--- src/rtl/program_counter_pkg.sv ---
// Shared RV32 fetch constants: architectural width and boot vector.
// Fetch and branch logic import these so the reset PC is defined in one place.
package program_counter_pkg;

    localparam int unsigned       XLEN         = 32;
    localparam logic [XLEN-1:0]   RESET_VECTOR = 32'h0000_0000;

endpackage : program_counter_pkg

--- src/rtl/program_counter.sv ---
// Architectural PC register for the fetch stage: loads the next-PC every rising edge,
// returns to the boot vector asynchronously while reset is high.
module program_counter
    import program_counter_pkg::*;
#(
    parameter int unsigned       WIDTH       = XLEN,
    parameter logic [WIDTH-1:0]  RESET_VALUE = WIDTH'(RESET_VECTOR),
    parameter bit                FORCE_ALIGN = 1'b0
) (
    input  logic             clk,
    input  logic             reset,
    input  logic [WIDTH-1:0] PC_in,
    output logic [WIDTH-1:0] PC_out
);

    logic [WIDTH-1:0] pc_d;
    logic [WIDTH-1:0] pc_q;

    always_comb begin
        pc_d = PC_in;
        if (FORCE_ALIGN) begin
            pc_d[1:0] = '0;
        end
    end

    always_ff @(posedge clk or posedge reset) begin
        if (reset) begin
            pc_q <= RESET_VALUE;
        end else begin
            pc_q <= pc_d;
        end
    end

    assign PC_out = pc_q;

`ifndef SYNTHESIS
    // Simulation-only sanity checks on the architectural contract.
    a_reset_holds: assert property (@(posedge clk) reset |-> (PC_out == RESET_VALUE));

    if (FORCE_ALIGN) begin : g_align_chk
        a_word_aligned: assert property (@(posedge clk) disable iff (reset)
                                         (PC_out[1:0] == 2'b00));
    end
`endif

endmodule : program_counter

--- config.mk ---
export PLATFORM = sky130hd
export DESIGN_NAME = program_counter
export DESIGN_NICKNAME = d
export VERILOG_FILES = /design/src/rtl/program_counter_pkg.sv /design/src/rtl/program_counter.sv
export SDC_FILE = /design/constraint.sdc
export NUM_CORES = 1
export LEC_CHECK = 0
export CORE_MARGIN = 10
export CORE_UTILIZATION = 35
export CTS_BUF_LIST = sky130_fd_sc_hd__clkbuf_2 sky130_fd_sc_hd__clkbuf_4 sky130_fd_sc_hd__clkbuf_8
export CTS_CLUSTER_DIAMETER = 60
export DETAILED_ROUTE_END_ITERATION = 10
export GPL_TIMING_DRIVEN = 0
export MAX_ROUTING_LAYER = met4
export PLACE_DENSITY = 0.95
export SLEW_MARGIN = 20
export SYNTH_ARGS = -nofsm -noshare
export SYNTH_HDL_FRONTEND = slang
export SYNTH_SLANG_ARGS = --single-unit
--- constraint.sdc ---
create_clock -name clk -period 1.4 [get_ports clk]
set_input_delay 0.28 -clock clk [delete_from_list [all_inputs] [get_ports clk]]
set_output_delay 0.28 -clock clk [all_outputs]
set_load 0.05 [all_outputs]
---- After elaboration in Yosys (flattened, before gate mapping) ----
Cells that the tools add are included.
word-level totals
  register bits after elaboration ......... 32
  latch bits .............................. 0
  bits in writable memories ............... 0
  bits in read-only memories .............. 0
  bits of input ports ..................... 34
  output and inout port bits .............. 32
  word-level logic and storage cells ...... 1
  memories ................................ 0
operators by class
  add/subtract/negate cells ............... 0
  multipliers ............................. 0
  div/mod/pow operators ................... 0
  order comparisons ....................... 0
  equality and inequality tests ........... 0
  shifts and indexed selects .............. 0
  mux-type cells .......................... 0
  bitwise logic cells ..................... 0
  reductions and logical operators ........ 0

---- Logic depth before layout (Yosys ltp) ----
Gate-level depths: netlist of run 1.
  depth in word-level cells ............... 0
  mapped depth ............................ 1
  gate-level depth less buffers ........... 1

---- Least setup slack after synthesis of run 1 ----
OpenSTA, ideal clock, no wires.
  path kind ............................... flip-flop to output port
  start ................................... register pc_q[0], in the netlist PC_out[0]
  end ..................................... output PC_out[0]
  data arrival time ....................... 0.586 ns
  data required time ...................... 1.120 ns
  path slack .............................. 0.534 ns
  cell stages (with the launch flop) ...... 1
  path buffers ............................ 0
  cells stage by stage .................... dfrtp_1
RTL lines
  item                    line                   source
  from (decl)             program_counter.sv:17  logic [WIDTH-1:0] pc_q;
  from (signal assigned)  program_counter.sv:30  pc_q <= pc_d;
  to (decl)               program_counter.sv:13  output logic [WIDTH-1:0] PC_out
No word-level cell between the ends.

---- Worst setup path in the final report of run 1 ----
  start ................................... register pc_q[7], in the netlist PC_out[7]
  end ..................................... output PC_out[7]
No word-level cell between the ends.

==> impl_results.md, run 1 <==
- Drt wl/cell: 15.2 um
- IO Count: 66
- H-Tree Depth: 2
- Met1 wire length: 691 um
- Syn Inst Count: 33
- CTS tree: yes
- Max FFs per register: 32
- Netlist cell types: 2
- # fillers: 141
- Max Cap Violations: 0
- Setup TNS: 0 ns
- Synth area leader: dfrtp_1
- Mapped Nets: 67
- Hold Slack: 0.373 ns
- Residual DRC count: 0
- First-pass GRT wire length: 2.93 mm
- Vias in the first global route: 655
- CTS sink cnt: 32
- CTS Root Cell: clkbuf_4
- Tot GR Track Use: 9.20%
- CTS Hold Buffers Added: 0
- Drt initial violations: 5
- Final min period: 1.29 ns
- VDD IR-drop max: 0.00100 V
- EDFF count, synth: 0
- Slew margin rel.: 58.9%
- Critical Path RT: 1.12 ns
- Synthesized area: 805 um2
- Antenna Nets Post-Route: 0
- Num CTS Buffers: 5
- Critical path depth in cells: 1
- Delay of the slowest critical-path stage: 0.38 ns
- Final hold vios: 0
- Seq/Total Area, Yosys: 99.5%
- Final setup fails: 0
- Cells along the critical path: clkdlybuf4s15_2
- Placed cells: 126
- Chip height: 67.9 um
- Critical Path End: PC_out[7]
- Post-synth top cells: 32 x dfrtp_1, 1 x inv_1
- Initial antenna violation count: 0
- DR WL met3: 222 um
- Top-count cell post-synth: dfrtp_1
- Vias: 529
- Fmax: 773 MHz
- Setup Crit Path Kind: reg -> out
- Crit path from: PC_out[7]
- Top Layer Used: met3
- DP Area: 0.00149 mm2
- DRT Pass-1 Iters: 2
- Final instance area: 0.00160 mm2
- Leak: 0.698 nW
- Transition time of the tightest slew-check pin: 0.615 ns
- # rows: 17
- Worst-path fanout max: 1
- Initial Utilization: 36.7%
- Unrepaired setup endpoints after global routing: false
- Main synth FF type: dfrtp_1
- Die Width: 67.9 um
- Non-Filler Instances: 134
- Placer congestion estimate: 0.681
- Final period util: 92.4%
- Largest net degree at the start of global routing: 33
- Post-CTS Setup Inserts: 0
- Global route overflow: 0
- Max-slew violation count: 0
- Async S/R FF share, synth: 100%
- Clk pin slew, worst setup/hold paths: 0.09 ns
- Vias/cell: 3.95
- DIE AREA: 0.00462 mm2
- Layout Nets: 139
- PwrDens: 1180 mW/mm2
- Post-Syn Area per Cell: 24.4 um2
- Slowest stage cell on the critical path: clkdlybuf4s15_2
- Area of the multi-input gates: 0 um2
- Hold Path Class: in -> async
- Multi-In Gates: 0
- Worst Setup End Kind: primary output
- CP Data Arrival Time: 1.01 ns
- Core Util, Final: 72.9%
- Status: completed
- Routed WL: 2.04 mm
- CP top delay family: buffers and inverters
- CORE AREA: 0.00219 mm2
- YS warnings: 0
- Yosys reg bits: 32
- Top cells by area, synth: dfrtp_1 100%, inv_1 0.47%
- Layout cells sized above 1: 38.7%
- Met2 WL: 1.12 mm
- Area Growth Syn to Fin: 98.4%
- Antenna cells: 0
- PortBufs: 65
- Setup crit start kind: register
- Buf+Inv Stages, Crit Path: 1
- Clock Path Buffers: 2
- Top cell type's share of synthesized area: 99.5%
## report_power, final
| group | internal [W] | total [W] | switching [W] |
|---|---|---|---|
| Combinational | 0.000143 | 0.000365 | 0.000222 |
| Clock | 0.000286 | 0.000531 | 0.000245 |
| Sequential | 0.000969 | 0.000981 | 0.0000113 |
## what timing repair did
action / CTS / global route
gates resized for setup: 96 / 0
hold endpoints to repair: 0 / 0
endpoints found under the setup margin: 32 / 0
## layout by cell type, fill, tap and decap left out, drive strengths merged
master,n
clkbuf,8
clkdlybuf4s15,32
clkdlybuf4s50,33
dfrtp,32
inv,1
## per-layer routing
metal  vias up  GRT usage [%]
met5         -              -
met4         0           3.02
met3         0           4.40
met2        36           17.3
met1       251           7.62
li1        242              -
## cell families after synthesis
kind of cell / share of synthesized area, %
buffers and inverters: 0.466
flip-flops: 99.5
## metrics by stage
stage	total power, W	worst slack, ns
6_report	0.00188	0.106
5_1_grt	0.00198	0.0529
4_1_cts	0.00191	0.0842
3_5_place_dp	0.00138	-0.248
3_3_place_gp	0.00138	-0.182
2_1_floorplan	0.00119	0.429
## how the worst min path moves through the flow
stage,startpoint,endpoint,slack [ns]
after floorplan,PC_in[0],PC_out[0],0.31
after CTS,PC_in[20],PC_out[20],0.40
after global placement,PC_in[6],PC_out[6],0.73
after detailed placement,PC_in[22],PC_out[22],0.73
final,reset,PC_out[12],0.37
after global routing,PC_in[15],PC_out[15],0.39
## layout make-up
type / instances / area, um2 / area share (%)
Clock buffer: 8 / 66.3 / 4.15
Inverter: 1 / 3.75 / 0.235
Sequential cell: 32 / 801 / 50.2
Tap cell: 28 / 35.0 / 2.19
Timing Repair Buffer: 65 / 691 / 43.3
(Power assumes the default switching activity.)
==> inputs of run 2 (changes only) <==
Settings changed: SETUP_SLACK_MARGIN from default to 0.4.
==> impl_results.md, run 2 (synthesized netlist as in run 1, its figures left out) <==
- Multi-In Gates: 0 (unchanged)
- PortBufs: 65 (unchanged)
- Worst slack, placed: -0.248 ns (unchanged)
- Max-slew violation count: 0 (unchanged)
- Max Cap Violations: 0 (unchanged)
- Chip height: 67.9 um (unchanged)
- Most common cell after layout, fill and taps aside: clkdlybuf4s50_1
- Setup crit start kind: register
- Routed WL: 2.05 mm (+0.74%)
- VDD IR-drop max: 0.00107 V (+6.4%)
- Final period util: 80.0% (-12 points)
- Antenna Nets Post-Route: 0 (unchanged)
- Clock Power Share: 27.8% (-0.5 points)
- Most frequent cells in the layout: 33 x clkdlybuf4s50_1, 32 x dfrtp_1, 32 x buf_6
- Sw power: 0.000489 W (+2.2%)
- Vias/cell: 3.97 (+0.57%)
- Die Width: 67.9 um (unchanged)
- CORE AREA: 0.00219 mm2 (unchanged)
- Hold Path Class: in -> async
- Final setup fails: 0 (unchanged)
- Fmax: 893 MHz (+16%)
- Setup Crit Path Kind: reg -> out
- Worst Setup End Kind: primary output
- Placer congestion estimate: 0.681 (unchanged)
- Drt wl/cell: 15.3 um (+0.74%)
- Residual DRC count: 0 (unchanged)
- Area of the multi-input gates: 0 um2 (unchanged)
- Antenna cells: 0 (unchanged)
- Internal power: 0.00143 W (+2.0%)
- Worst-path fanout max: 1 (unchanged)
- Final hold vios: 0 (unchanged)
- Cells along the critical path: buf_6
- DIE AREA: 0.00462 mm2 (unchanged)
- First-pass GRT wire length: 2.97 mm (+1.4%)
- CP top delay family: flip-flops
- Layout cells sized above 1: 38.7% (unchanged)
- CTS Root Cell: clkbuf_4
- DRT Pass-1 Iters: 2 (unchanged)
- Clk pin slew, worst setup/hold paths: 0.09 ns (about the same)
- Clock Path Buffers: 2 (unchanged)
- Status: completed
- Transition time of the tightest slew-check pin: 0.632 ns (+0.0163 ns)
- Sw Share: 25.5% (+0.035 points)
- Gate power share: 20.5% (+1.1 points)
- Post-CTS Setup Inserts: 0 (unchanged)
- Largest net degree at the start of global routing: 33 (unchanged)
- PwrDens: 1200 mW/mm2 (+1.8%)
- Leak: 0.735 nW (+5.3%)
- Slew margin rel.: 57.8% (-1.1 points)
- CTS sink cnt: 32 (unchanged)
- Max FFs per register: 32 (unchanged)
- Tot GR Track Use: 9.30% (+0.10 points)
- Vias: 532 (+0.57%)
- Global route overflow: 0 (unchanged)
- Unrepaired setup endpoints after global routing: true
- CP Data Arrival Time: 0.84 ns (-0.17 ns)
- Num CTS Buffers: 5 (unchanged)
- Sequential share of power: 51.8% (-0.5 points)
- Initial Utilization: 36.7% (unchanged)
- Delay of the slowest critical-path stage: 0.39 ns (about the same)
- Layout Nets: 139 (unchanged)
- Drt initial violations: 5 (unchanged)
- IO Count: 66 (unchanged)
- Final min period: 1.12 ns (-0.174 ns)
- Slowest stage cell on the critical path: dfrtp_1
- Buf+Inv Stages, Crit Path: 1 (unchanged)
- Vias in the first global route: 657 (+0.31%)
- Initial antenna violation count: 0 (unchanged)
- Area Growth Syn to Fin: 98.9%
- Core Util, Final: 73.0% (+0.17 points)
- H-Tree Depth: 2 (unchanged)
- CTS tree: yes
- PnR worst setup slack: 0.280 ns (+0.174 ns)
- Critical Path RT: 1.12 ns (about the same)
- # rows: 17 (unchanged)
run 2: cell types whose count changed in the layout (fill, tap and decap cells not counted), sizes merged:
cell and delta:
buf +32, clkdlybuf4s15 -32, clkinvlp +1, inv -1
run 2: how the worst max path moves through the flow:
stage,start,slack [ns],to,cells past startpoint
after floorplan,reset,0.43,PC_out[0],1
after global placement,reset,-0.18,PC_out[11],2
after detailed placement,reset,-0.25,PC_out[30],2
after CTS,PC_out[2],0.09,PC_out[2],1
after global routing,PC_out[6],0.23,PC_out[6],1
final,PC_out[7],0.28,PC_out[7],1
run 2: per-layer routing:
layer	up-vias	global-route usage [%]	part of all wire [%]
met4	0	3.02	0
met1	254	7.62	33
met2	36	17.6	56
met5	-	-	0
li1	242	-	-
met3	0	4.57	11
run 2: area by class of cell:
| cell class | instances | area, um2 |
|---|---|---|
| flip-flops and latches | 32 | 801 |
| repair buffers | 65 | 691 |
| fillers | 139 | 591 |
| clock buffers | 8 | 66.3 |
| well taps | 28 | 35.0 |
| inverters | 1 | 7.51 |
run 2: through the flow:
stage               std cells  power [W]  TNS [ns]  hold slack [ns]  cell area (um2)
detailed placement        126    0.00138     -7.91            0.728             1490
global placement          126    0.00138     -5.80            0.727             1490
CTS                       134    0.00194         0            0.396             1600
global route              134    0.00202         0            0.386             1600
finish                    134    0.00192         0            0.405             1600
floorplan                  33    0.00119         0            0.311              805
run 2: timing repair:
| action | CTS | global route |
|---|---|---|
| endpoints found under the setup margin | 64 | 32 |
| resized for setup | 221 | 5 |
| hold buffers | 0 | 0 |
| endpoints found under the hold margin | 0 | 0 |
run 2: power groups by stage:
stage	clock network, W	registers, W	logic [W]
floorplan	0	0.00117	0.0000136
global placement	0	0.000999	0.000379
detailed placement	0	0.00100	0.000383
CTS	0.000555	0.000992	0.000397
global route	0.000613	0.000996	0.000408
finish	0.000532	0.000991	0.000392
